===== config.mk =====
export PLATFORM = sky130hd
export DESIGN_NAME = tdm_demux_1_n_flat
export DESIGN_NICKNAME = d
export VERILOG_FILES = /design/src/rtl/tdm_demux_1_n_pkg.sv /design/src/rtl/tdm_demux_1_n_if.sv /design/src/rtl/tdm_demux_1_n_ch_reg.sv /design/src/rtl/tdm_demux_1_n.sv /design/src/flat_wrapper.sv
export SDC_FILE = /design/constraint.sdc
export NUM_CORES = 1
export LEC_CHECK = 0
export ABC_AREA = 1
export BUFFER_PORTS_ARGS = -buffer_cell sky130_fd_sc_hd__buf_2
export CAP_MARGIN = 10
export CORE_MARGIN = 2
export CORE_UTILIZATION = 45
export CTS_BUF_LIST = sky130_fd_sc_hd__clkbuf_8
export CTS_CLUSTER_SIZE = 20
export DETAILED_ROUTE_END_ITERATION = 8
export GPL_ROUTABILITY_DRIVEN = 0
export GPL_TIMING_DRIVEN = 0
export PLACE_DENSITY_LB_ADDON = 0.05
export SLEW_MARGIN = 15
export SYNTH_ARGS = -nofsm -noshare
export SYNTH_HDL_FRONTEND = slang
export SYNTH_HIERARCHICAL = 1
export SYNTH_SLANG_ARGS = --single-unit

===== constraint.sdc =====
create_clock -name clk -period 1.9 [get_ports clk]
set_clock_uncertainty 0.05 [all_clocks]
set_input_delay 0.19 -clock clk [delete_from_list [all_inputs] [get_ports clk]]
set_output_delay 0.19 -clock clk [all_outputs]
set_load 0.1 [all_outputs]

===== src/rtl/tdm_demux_1_n_pkg.sv =====
// Shared types and helpers for the TDM demultiplexer slice.
// The TDM mux side imports the same state encoding.
package tdm_demux_1_n_pkg;

    typedef enum logic {
        ST_HUNT = 1'b0,
        ST_LOCK = 1'b1
    } tdm_state_e;

    function automatic int unsigned slot_width(input int unsigned n);
        return (n < 2) ? 1 : $clog2(n);
    endfunction

endpackage


===== src/rtl/tdm_demux_1_n_if.sv =====
// TDM demux bus: serial word input side plus per-channel output side.
interface tdm_demux_1_n_if #(
    parameter int unsigned NUM_CH = 4,
    parameter int unsigned DATA_W = 8
);
    logic                     in_valid;
    logic [DATA_W-1:0]        in_data;
    logic                     in_sync;
    logic [NUM_CH*DATA_W-1:0] out_data;
    logic [NUM_CH-1:0]        out_valid;
    logic                     frame_done;
    logic                     locked;
    logic                     sync_err;

    modport master (
        output in_valid, in_data, in_sync,
        input  out_data, out_valid, frame_done, locked, sync_err
    );

    modport slave (
        input  in_valid, in_data, in_sync,
        output out_data, out_valid, frame_done, locked, sync_err
    );
endinterface


===== src/rtl/tdm_demux_1_n_ch_reg.sv =====
// One channel holding register: loads on enable, emits a 1-cycle valid strobe.
module tdm_ch_reg #(
    parameter int unsigned DATA_W = 8
) (
    input  logic              clk,
    input  logic              rst_n,
    input  logic              load,
    input  logic [DATA_W-1:0] d,
    output logic [DATA_W-1:0] q,
    output logic              vld
);
    logic [DATA_W-1:0] data_q, data_d;
    logic              vld_q, vld_d;

    always_comb begin
        data_d = load ? d : data_q;
        vld_d  = load;
    end

    always_ff @(posedge clk or negedge rst_n) begin
        if (!rst_n) begin
            data_q <= '0;
            vld_q  <= 1'b0;
        end else begin
            data_q <= data_d;
            vld_q  <= vld_d;
        end
    end

    assign q   = data_q;
    assign vld = vld_q;
endmodule


===== src/rtl/tdm_demux_1_n.sv =====
// TDM demultiplexer: hunts for in_sync, then steers each accepted word
// round-robin into its channel register with one cycle of latency.
module tdm_demux_1_n
    import tdm_demux_1_n_pkg::*;
#(
    parameter int unsigned NUM_CH = 4,
    parameter int unsigned DATA_W = 8
) (
    input logic             clk,
    input logic             rst_n,
    tdm_demux_1_n_if.slave  bus
);
    localparam int unsigned      SLOT_W    = slot_width(NUM_CH);
    localparam logic [SLOT_W-1:0] LAST_SLOT = SLOT_W'(NUM_CH - 1);
    localparam logic [SLOT_W-1:0] SLOT_ONE  = SLOT_W'(1);

    tdm_state_e        state_q, state_d;
    logic [SLOT_W-1:0] slot_q, slot_d;
    logic              frame_done_q, frame_done_d;
    logic              sync_err_q, sync_err_d;
    logic              wr;
    logic [SLOT_W-1:0] wr_ch;
    logic [NUM_CH-1:0] wr_en;

    logic [DATA_W-1:0] ch_data [NUM_CH];
    logic              ch_vld  [NUM_CH];

    always_comb begin
        state_d  = state_q;
        slot_d   = slot_q;
        sync_err_d = 1'b0;
        wr       = 1'b0;
        wr_ch    = '0;
        if (bus.in_valid) begin
            case (state_q)
                ST_HUNT: begin
                    if (bus.in_sync) begin
                        wr      = 1'b1;
                        slot_d  = SLOT_ONE;
                        state_d = ST_LOCK;
                    end
                end
                ST_LOCK: begin
                    // Misplaced sync restarts the frame at ch0; the aborted frame never reaches the last slot.
                    if (bus.in_sync && (slot_q != '0)) begin
                        sync_err_d = 1'b1;
                        wr         = 1'b1;
                        slot_d     = SLOT_ONE;
                    end else begin
                        wr     = 1'b1;
                        wr_ch  = slot_q;
                        slot_d = (slot_q == LAST_SLOT) ? '0 : slot_q + SLOT_ONE;
                    end
                end
                default: ;
            endcase
        end
        wr_en = '0;
        if (wr) wr_en[wr_ch] = 1'b1;
        frame_done_d = wr && (wr_ch == LAST_SLOT);
    end

    always_ff @(posedge clk or negedge rst_n) begin
        if (!rst_n) begin
            state_q      <= ST_HUNT;
            slot_q       <= '0;
            frame_done_q <= 1'b0;
            sync_err_q   <= 1'b0;
        end else begin
            state_q      <= state_d;
            slot_q       <= slot_d;
            frame_done_q <= frame_done_d;
            sync_err_q   <= sync_err_d;
        end
    end

    for (genvar k = 0; k < NUM_CH; k++) begin : g_ch
        tdm_ch_reg #(
            .DATA_W(DATA_W)
        ) u_ch_reg (
            .clk  (clk),
            .rst_n(rst_n),
            .load (wr_en[k]),
            .d    (bus.in_data),
            .q    (ch_data[k]),
            .vld  (ch_vld[k])
        );
    end

    always_comb begin
        bus.out_data  = '0;
        bus.out_valid = '0;
        for (int unsigned k = 0; k < NUM_CH; k++) begin
            bus.out_data[k*DATA_W +: DATA_W] = ch_data[k];
            bus.out_valid[k]                 = ch_vld[k];
        end
    end

    assign bus.frame_done = frame_done_q;
    assign bus.sync_err   = sync_err_q;
    assign bus.locked     = (state_q == ST_LOCK);
endmodule

===== src/flat_wrapper.sv =====
// flat-port wrapper written by rule: the top's interface ports become plain ports
module tdm_demux_1_n_flat import tdm_demux_1_n_pkg::*;
#(
    parameter int unsigned NUM_CH = 4,
    parameter int unsigned DATA_W = 8
)
  (clk, rst_n, bus_in_valid, bus_in_data, bus_in_sync, bus_out_data, bus_out_valid, bus_frame_done, bus_locked, bus_sync_err);
  tdm_demux_1_n_if #(.NUM_CH(NUM_CH), .DATA_W(DATA_W)) bus_i ();
  input logic clk;
  input logic rst_n;
  input wire logic [$bits(bus_i.in_valid)-1:0] bus_in_valid;
  input wire logic [$bits(bus_i.in_data)-1:0] bus_in_data;
  input wire logic [$bits(bus_i.in_sync)-1:0] bus_in_sync;
  output wire logic [$bits(bus_i.out_data)-1:0] bus_out_data;
  output wire logic [$bits(bus_i.out_valid)-1:0] bus_out_valid;
  output wire logic [$bits(bus_i.frame_done)-1:0] bus_frame_done;
  output wire logic [$bits(bus_i.locked)-1:0] bus_locked;
  output wire logic [$bits(bus_i.sync_err)-1:0] bus_sync_err;
  assign bus_i.in_valid = bus_in_valid;
  assign bus_i.in_data = bus_in_data;
  assign bus_i.in_sync = bus_in_sync;
  assign bus_out_data = bus_i.out_data;
  assign bus_out_valid = bus_i.out_valid;
  assign bus_frame_done = bus_i.frame_done;
  assign bus_locked = bus_i.locked;
  assign bus_sync_err = bus_i.sync_err;
  tdm_demux_1_n #(.NUM_CH(NUM_CH), .DATA_W(DATA_W)) u_core (.clk(clk), .rst_n(rst_n), .bus(bus_i));
endmodule

# After elaboration in Yosys (flattened, before gate mapping)
# Index checks and enable logic that the tools add are counted.
# word_totals
reg_bits	41
latchBits	0
ram_bits	0
rom_bits	0
in_bits	12
out_inout_bits	39
n_memories	0
# classes
n_addsub	1
mul	0
div_mod_pow	0
n_lt_le_gt_ge	2
n_eq_ne	3
n_shift	0
muxes	17
bitwise_logic	1
reduce_logical	5
# ops
cell	count
2-bit two-way mux	6
1-bit two-way mux	7
2-bit == test, second input constant	2
4-bit two-way mux	1
2-bit one-hot mux with 2 select lines	1
1-bit logical AND	3
2-bit by 3-bit < comparator with 1-bit output, second input constant	1
2-bit by 1-bit adder with 2-bit output, second input constant	1
1-bit demux with 2-bit select	1
2-bit by 1-bit greater-or-equal comparator with 1-bit output, second input constant	1
2-bit inequality test, second input constant	1
1-bit one-hot mux with 2 select lines	1
2-bit AND reduction	1
2-bit nonzero test	1
1-bit NOT	1

# Logic depth before layout (Yosys ltp)
# Gate-level depths: netlist (run 1).
# depth
word_depth	10
depth_mapped	12
depth_no_buf	11

# By module
# Netlist (run 1), hierarchy kept.
# modules_own_cells
mod	n_inst	cells_per_inst	area_each_um2	seq_area_each_um2
tdm_ch_reg	4	35	330.3	225.2
tdm_demux_1_n	1	34	267.8	125.1

# Worst setup path before layout (run 1)
# Ideal clock, no wire load.
# synth_path
path_kind	register to register
startpoint	register u_core.state_q (netlist: u_core/bus.locked)
endpoint	register u_core.g_ch[3].u_ch_reg.data_q[0]
t_arrival_ns	1.773
required_ns	1.728
path_slack_ns	-0.045
stages_incl_launch_ff	9
synth_period_minus_slack_ns	1.945
cell_sequence	dfrtp_1 > nand2_2 > inv_2 > nand3_2 > nor2_1 > buf_6 > inv_2 > nand2_1 > nand2_1
# synth_via
elab_chain_cells	7
word_cells_on_any_way	11
cone_classes	order compare (2); mux (7); bitwise (1); reduce/logical (1)
# synth_lines
element	line	rtl
start: declaration	tdm_demux_1_n.sv:17	tdm_state_e state_q, state_d;
start signal: assignment	tdm_demux_1_n.sv:70	state_q <= state_d;
2-bit two-way mux	tdm_demux_1_n.sv:35	case (state_q)
2-bit two-way mux	tdm_demux_1_n.sv:34	if (bus.in_valid) begin
2-bit by 3-bit < comparator with 1-bit output (implied by the code) / 2-bit by 1-bit greater-or-equal comparator with 1-bit output (equally long branches)	tdm_demux_1_n.sv:59	if (wr) wr_en[wr_ch] = 1'b1;
1-bit logical AND (implied by the code)	tdm_demux_1_n.sv:59	
1-bit two-way mux (implied by the code)	tdm_demux_1_n.sv:59	
1-bit demux with 2-bit select	--	
4-bit two-way mux (*)	tdm_demux_1_n.sv:59	
end signal: assignment	tdm_demux_1_n_ch_reg.sv:25	data_q <= data_d;
end: declaration	tdm_demux_1_n_ch_reg.sv:12	logic [DATA_W-1:0] data_q, data_d;
# Mark *: on every way between the ends. The rest lies on a longest branch, timed or not.
# A chain may end at the register's enable or synchronous reset.

# Final worst setup path (run 1)
# layout_path
startpoint	register u_core.slot_q[0]
endpoint	register u_core.g_ch[3].u_ch_reg.data_q[1]
# layout_via
elab_chain_cells	10
word_cells_on_any_way	11
cone_classes	order compare (2); mux (6); reduce/logical (3)
# layout_lines
element	line	rtl
start: declaration	tdm_demux_1_n.sv:18	logic [SLOT_W-1:0] slot_q, slot_d;
start signal: assignment	tdm_demux_1_n.sv:71	slot_q <= slot_d;
2-bit nonzero test	tdm_demux_1_n.sv:45	if (bus.in_sync && (slot_q != '0)) begin
1-bit logical AND	tdm_demux_1_n.sv:45	
2-bit two-way mux (*)	tdm_demux_1_n.sv:45	
2-bit two-way mux (*)	tdm_demux_1_n.sv:35	
2-bit two-way mux (*)	tdm_demux_1_n.sv:34	
2-bit by 3-bit < comparator with 1-bit output (implied by the code) / 2-bit by 1-bit greater-or-equal comparator with 1-bit output (equally long branches)	tdm_demux_1_n.sv:59	
1-bit logical AND (implied by the code)	tdm_demux_1_n.sv:59	
1-bit two-way mux (implied by the code)	tdm_demux_1_n.sv:59	
1-bit demux with 2-bit select (*)	--	
4-bit two-way mux (*)	tdm_demux_1_n.sv:59	
# Marked as above.

==> results by group, run 1 <==
Synth
  – Synthesized Nets: 188
  – Avg Synthesized Cell Area: 9.13 um2
  – Cells after Synth: 174
  – Leading area contributor after synthesis: dfrtp_1
  – Seq/Total Area, Yosys: 64.6%
  – Netlist cell types: 12
  – Seq cells post-synth: 41
  – Main area contributors after synthesis: dfrtp_1 65%, nand2_1 24%, buf_6 2.8%
  – Post-synth top area share: 64.6%
  – Warnings from Yosys: 6
  – Synthesized cell area: 1590 um2

Timing
  – Tmin final: 1.74 ns
  – Final TNS setup: 0 ns
  – Final Cycle Share: 91.8%
  – Fmax: 573 MHz
  – Max-slew violations: 0
  – Hold Vio Cnt, Final: 0
  – RSZ-0062 raised after global routing: false
  – Crit path setup slack, layout: 0.156 ns
  – Final setup violation count: 0
  – Worst slew pin tran: 0.882 ns
  – Max-slew headroom: 41.2%

Layout
  – Commonest cells after routing, fill and taps aside: 103 x nand2_1, 50 x buf_2, 40 x dfrtp_1
  – Nets: 246
  – Filler instances: 346
  – Ant. Diodes: 0
  – Commonest non-fill, non-tap cell in the layout: nand2_1
  – P&R area growth vs syn: 26.5%
  – Layout cells sized above 1: 30.5%

Outcome
  – Status: finished, final reports clean

CTS
  – Sink Count: 41
  – H-tree levels: 2
  – Longest Clk Path Bufs: 2
  – Clock Tree Root: clkbuf_8
  – PostCTS Resize Cnt: 0
  – Hold_buf cts: 1
  – TritonCTS Buffers: 5
  – Post-CTS setup buffer count: 0
  – Reg clk slew, reported paths: 0.08 ns
  – CTS tree: yes
  – Clk Latency, worst-skew pair: 0.29 ns

Global routing
  – Largest net degree at the start of global routing: 42
  – Gr usage total: 18.5%
  – Global route overflow: 0
  – Vias in the first global route: 1175
  – Initial antenna violation count: 0
  – Global-route wire length before repair: 5.59 mm

Floorplanning
  – # IOs: 51
  – Die Span X: 63.4 um
  – Initial Util: 47.2%
  – # rows: 21
  – Die ar.: 4020 um2
  – Die Height: 63.4 um
  – Core ar.: 3360 um2

Job
  – MaxCap Viol Count: 0

Placed design
  – DP Worst Slack: 0.165 ns
  – Post-DP HPWL: 2.44 mm
  – Port Buffers: 50

Drt
  – Via count: 1276
  – Drt initial violations: 60
  – Residual DRC: 0
  – Post-Route WL: 3.43 mm
  – Post-route ant nets: 0
  – WL/cell: 12.3 um
  – DR pass1 iterations: 4
  – Routed vias/inst: 4.57

Hold path
  – HP Class: input port to register

Setup path
  – Setup CP Type: register to register
  – Worst Path Required: 2.04 ns
  – CP Launch Type: register
  – Maximum fanout along the worst path: 9
  – Worst EP arrival: 1.88 ns
  – Worst setup EP type: register
-- worst paths after layout --
kind | from | endpoint | slack [ns] | depth (start not counted)
max | u_core/slot_q[0] | u_core/g_ch[3].u_ch_reg/q[1] | 0.16 | 10
max reg2reg | u_core/slot_q[0] | u_core/g_ch[3].u_ch_reg/q[1] | 0.16 | 10
max in group asynchronous | rst_n | u_core/bus.locked | 0.67 | 2
min | bus_in_data[6] | u_core/g_ch[0].u_ch_reg/q[6] | 0.12 | 3
min in group asynchronous | rst_n | u_core/g_ch[3].u_ch_reg/q[5] | 0.51 | 2
min reg2reg | u_core/g_ch[1].u_ch_reg/q[4] | u_core/g_ch[1].u_ch_reg/q[4] | 0.42 | 2
-- synthesized netlist by cell type --
library cell	number
inv_1	6
inv_2	5
o21ai_0	1
nor2_1	6
ha_1	2
buf_6	4
nand2_2	2
nand2_1	103
dfrtp_1	41
nand3_2	1
o21ai_1	1
nand3_1	2
-- layout make-up --
cell class,instances,area [um2],area share (%)
Buffer,4,45.0,2.24
Clock buffer,7,96.3,4.79
Clock inverter,1,5.00,0.249
Inverter,11,41.3,2.05
Multi-Input combinational cell,118,477,23.7
Sequential cell,41,1030,51.1
Tap cell,46,57.6,2.86
Timing Repair Buffer,51,260,13.0
-- kinds of logic (layout without fill, tap and decap cells) --
logic type | after synthesis | in the layout | synth area share [%]
and+or+nand+nor | 114 | 114 | 27.8
DFF | 41 | 41 | 64.6
buffers and inverters | 15 | 74 | 5.43
adders and majority gates | 2 | 2 | 1.57
AOI/OAI and AO/OA | 2 | 2 | 0.629
-- stage by stage --
step           cell area, um2  util, %  cells  hold WS [ns]
2_1_floorplan            1590        -    174        -0.156
3_3_place_gp             1900     56.4    270         0.297
3_5_place_dp             1900     56.4    270         0.307
4_1_cts                  2010     59.7    279         0.116
5_1_grt                  2010     59.7    279         0.118
6_report                 2010     59.7    279         0.118
-- worst max-delay path: stages (launching register included) --
cell and delay [ns]:
dfrtp_1 0.42, inv_1 0.13, ha_1 0.16, inv_1 0.04
nand2_2 0.09, nand3_2 0.12, nor2_1 0.26, buf_6 0.18
inv_2 0.08, nand2_1 0.06, nand2_1 0.04
-- per-layer routing --
metal	global-route usage, %	wire [um]
met5	0	0
met2	28.4	1640
met4	6.52	48
met3	5.18	207
met1	25.4	1540
-- state kept, by name, summed over array words and instances, names as in the netlist --
name	count
u_core/bus.sync_err	1
u_core/slot_q	2
u_core/bus.locked	1
u_core/g_ch.u_ch_reg/vld	4
u_core/g_ch.u_ch_reg/q	32
u_core/bus.frame_done	1
Power of run 1 is not shown: default switching activity piles up to over one toggle a cycle in this logic, so the estimate is an artifact.
==> run 2, diff against run 1 <==
--- a/config.mk
+++ b/config.mk
@@ -8,9 +8,11 @@
 export ABC_AREA = 1
 export BUFFER_PORTS_ARGS = -buffer_cell sky130_fd_sc_hd__buf_2
 export CAP_MARGIN = 10
+export CELL_PAD_IN_SITES_DETAIL_PLACEMENT = 1
+export CELL_PAD_IN_SITES_GLOBAL_PLACEMENT = 1
 export CORE_MARGIN = 2
-export CORE_UTILIZATION = 45
-export CTS_BUF_LIST = sky130_fd_sc_hd__clkbuf_8
+export CORE_UTILIZATION = 36
+export CTS_BUF_LIST = sky130_fd_sc_hd__clkbuf_16
 export CTS_CLUSTER_SIZE = 20
 export DETAILED_ROUTE_END_ITERATION = 8
 export GPL_ROUTABILITY_DRIVEN = 0
==> results by group, run 2 (synthesis results as in run 1) <==
Timing
  – Fmax: 576 MHz
  – Worst slew pin tran: 0.904 ns
  – Final setup violation count: 0
  – Final TNS setup: 0 ns
  – Final Cycle Share: 91.3%
  – Tmin final: 1.74 ns
  – RSZ-0062 raised after global routing: true
  – Max-slew headroom: 39.7%
  – Min Hold Slack: -0.00762 ns
  – Max-slew violations: 0
  – Hold Vio Cnt, Final: 5

Floorplanning
  – # rows: 24
  – Initial Util: 37.0%
  – # IOs: 51
  – Core ar.: 4290 um2
  – Die Height: 70.4 um
  – Die Span X: 70.4 um
  – Die ar.: 4960 um2

Drt
  – WL/cell: 14.0 um
  – Drt initial violations: 42
  – Via count: 1310
  – Post-Route WL: 3.97 mm
  – Post-route ant nets: 0
  – DR pass1 iterations: 4
  – Residual DRC: 0
  – Routed vias/inst: 4.61

Global routing
  – Global route overflow: 0
  – Gr usage total: 17.4%
  – Vias in the first global route: 1324
  – Initial antenna violation count: 0
  – Largest net degree at the start of global routing: 42
  – Global-route wire length before repair: 6.51 mm

Job
  – MaxCap Viol Count: 0

CTS
  – Clk Latency, worst-skew pair: 0.27 ns
  – Reg clk slew, reported paths: 0.06 ns
  – TritonCTS Buffers: 5
  – Longest Clk Path Bufs: 2
  – Clock Tree Root: clkbuf_16
  – Hold_buf cts: 0
  – H-tree levels: 2
  – CTS tree: yes
  – Sink Count: 41

Setup path
  – Setup CP Type: register to register
  – Worst setup EP type: register
  – Worst EP arrival: 1.85 ns
  – Critical path's largest stage delay: 0.41 ns
  – Critical Path, Cell by Cell: inv_1 > ha_1 > inv_1 > nand2_2 > nand3_2 > nand2_1 > nor2_1 > buf_6 > inv_2 > nand2_1 > nand2_1
  – Maximum fanout along the worst path: 9
  – Crit path max-delay family: simple AND/OR/NAND/NOR gates
  – CP max-delay cell: dfrtp_1
  – Crit path buffers/inverters: 4
  – Worst Path Required: 2.02 ns
  – CP Launch Type: register
  – Cell repeated most along the worst path: nand2_1

Layout
  – Max reg flops: 32
  – Post-layout instance area: 2070 um2
  – P&R area growth vs syn: 30.3%
  – Final core occ: 48.2%
  – Commonest cells after routing, fill and taps aside: 103 x nand2_1, 50 x buf_2, 40 x dfrtp_1
  – Layout cells sized above 1: 30.2%
  – Nets: 245
  – Ant. Diodes: 0
  – Commonest non-fill, non-tap cell in the layout: nand2_1

Placed design
  – Port Buffers: 50
  – Placement Cell Area: 1910 um2
  – Post-DP HPWL: 2.88 mm

Outcome
  – Status: complete, but fails checks
  – Failing checks: negative hold slack

Hold path
  – HP Class: input port to asynchronous set/reset pin
## run 2: changes by cell type in the layout (fill, tap and decap cells not counted), sizes merged
cell,before,now
dlygate4sd3,1,0
inv,11,12
clkbuf,7,5
bufinv,0,1
## run 2: final cells by class
| class | instances | area, um2 |
|---|---|---|
| sequential | 41 | 1030 |
| timing repair buffer | 50 | 250 |
| fill | 510 | 2220 |
| clock inverter | 3 | 37.5 |
| buffer | 4 | 45.0 |
| clock buffer | 5 | 125 |
| inverter | 11 | 41.3 |
| multi-input combinational | 118 | 479 |
| tap | 52 | 65.1 |
## run 2: metrics by stage
step           hold slack (ns)  setup slack [ns]  instances
6_report              -0.00762             0.165        284
5_1_grt                 0.0657           0.00356        284
4_1_cts                 0.0342             0.105        284
3_5_place_dp             0.335             0.127        276
3_3_place_gp             0.299             0.184        276
2_1_floorplan           -0.156             0.254        174
## run 2: timing repair
action	in CTS	in global routing
resized for setup	0	1
buffers inserted	0	0
hold endpoints to repair	0	0
setup endpoints to repair	0	8
## run 2: final timing paths
path                                              start  cells after the start  slack [ns]                           end
setup / recovery                       u_core/slot_q[0]                     11        0.16  u_core/g_ch[0].u_ch_reg/q[4]
hold / removal                                    rst_n                      1      -0.008  u_core/g_ch[3].u_ch_reg/q[1]
setup reg to reg                       u_core/slot_q[0]                     11        0.16  u_core/g_ch[0].u_ch_reg/q[4]
hold reg to reg            u_core/g_ch[0].u_ch_reg/q[1]                      2        0.41  u_core/g_ch[0].u_ch_reg/q[1]
max in group asynchronous                         rst_n                      1        1.18             u_core/bus.locked
min in group clk                         bus_in_data[6]                      3        0.14  u_core/g_ch[2].u_ch_reg/q[6]
## run 2: metal layers
layer / GRT usage (%) / vias to the layer above / routed length [um]
met2: 30.3 / 28 / 2060
met4: 6.41 / 0 / 47
li1: - / 632 / -
met5: 0 / - / 0
met3: 4.18 / 6 / 157
met1: 20.7 / 644 / 1710
## run 2: worst register-to-register path: cells and delay by family (launching register included)
kind / cells / cell delay [ns]
buf+inv: 4 / 0.42
flops: 1 / 0.41
simple gates: 6 / 0.55
fa+ha+maj: 1 / 0.21
Power of run 2 is left out for the same reason.
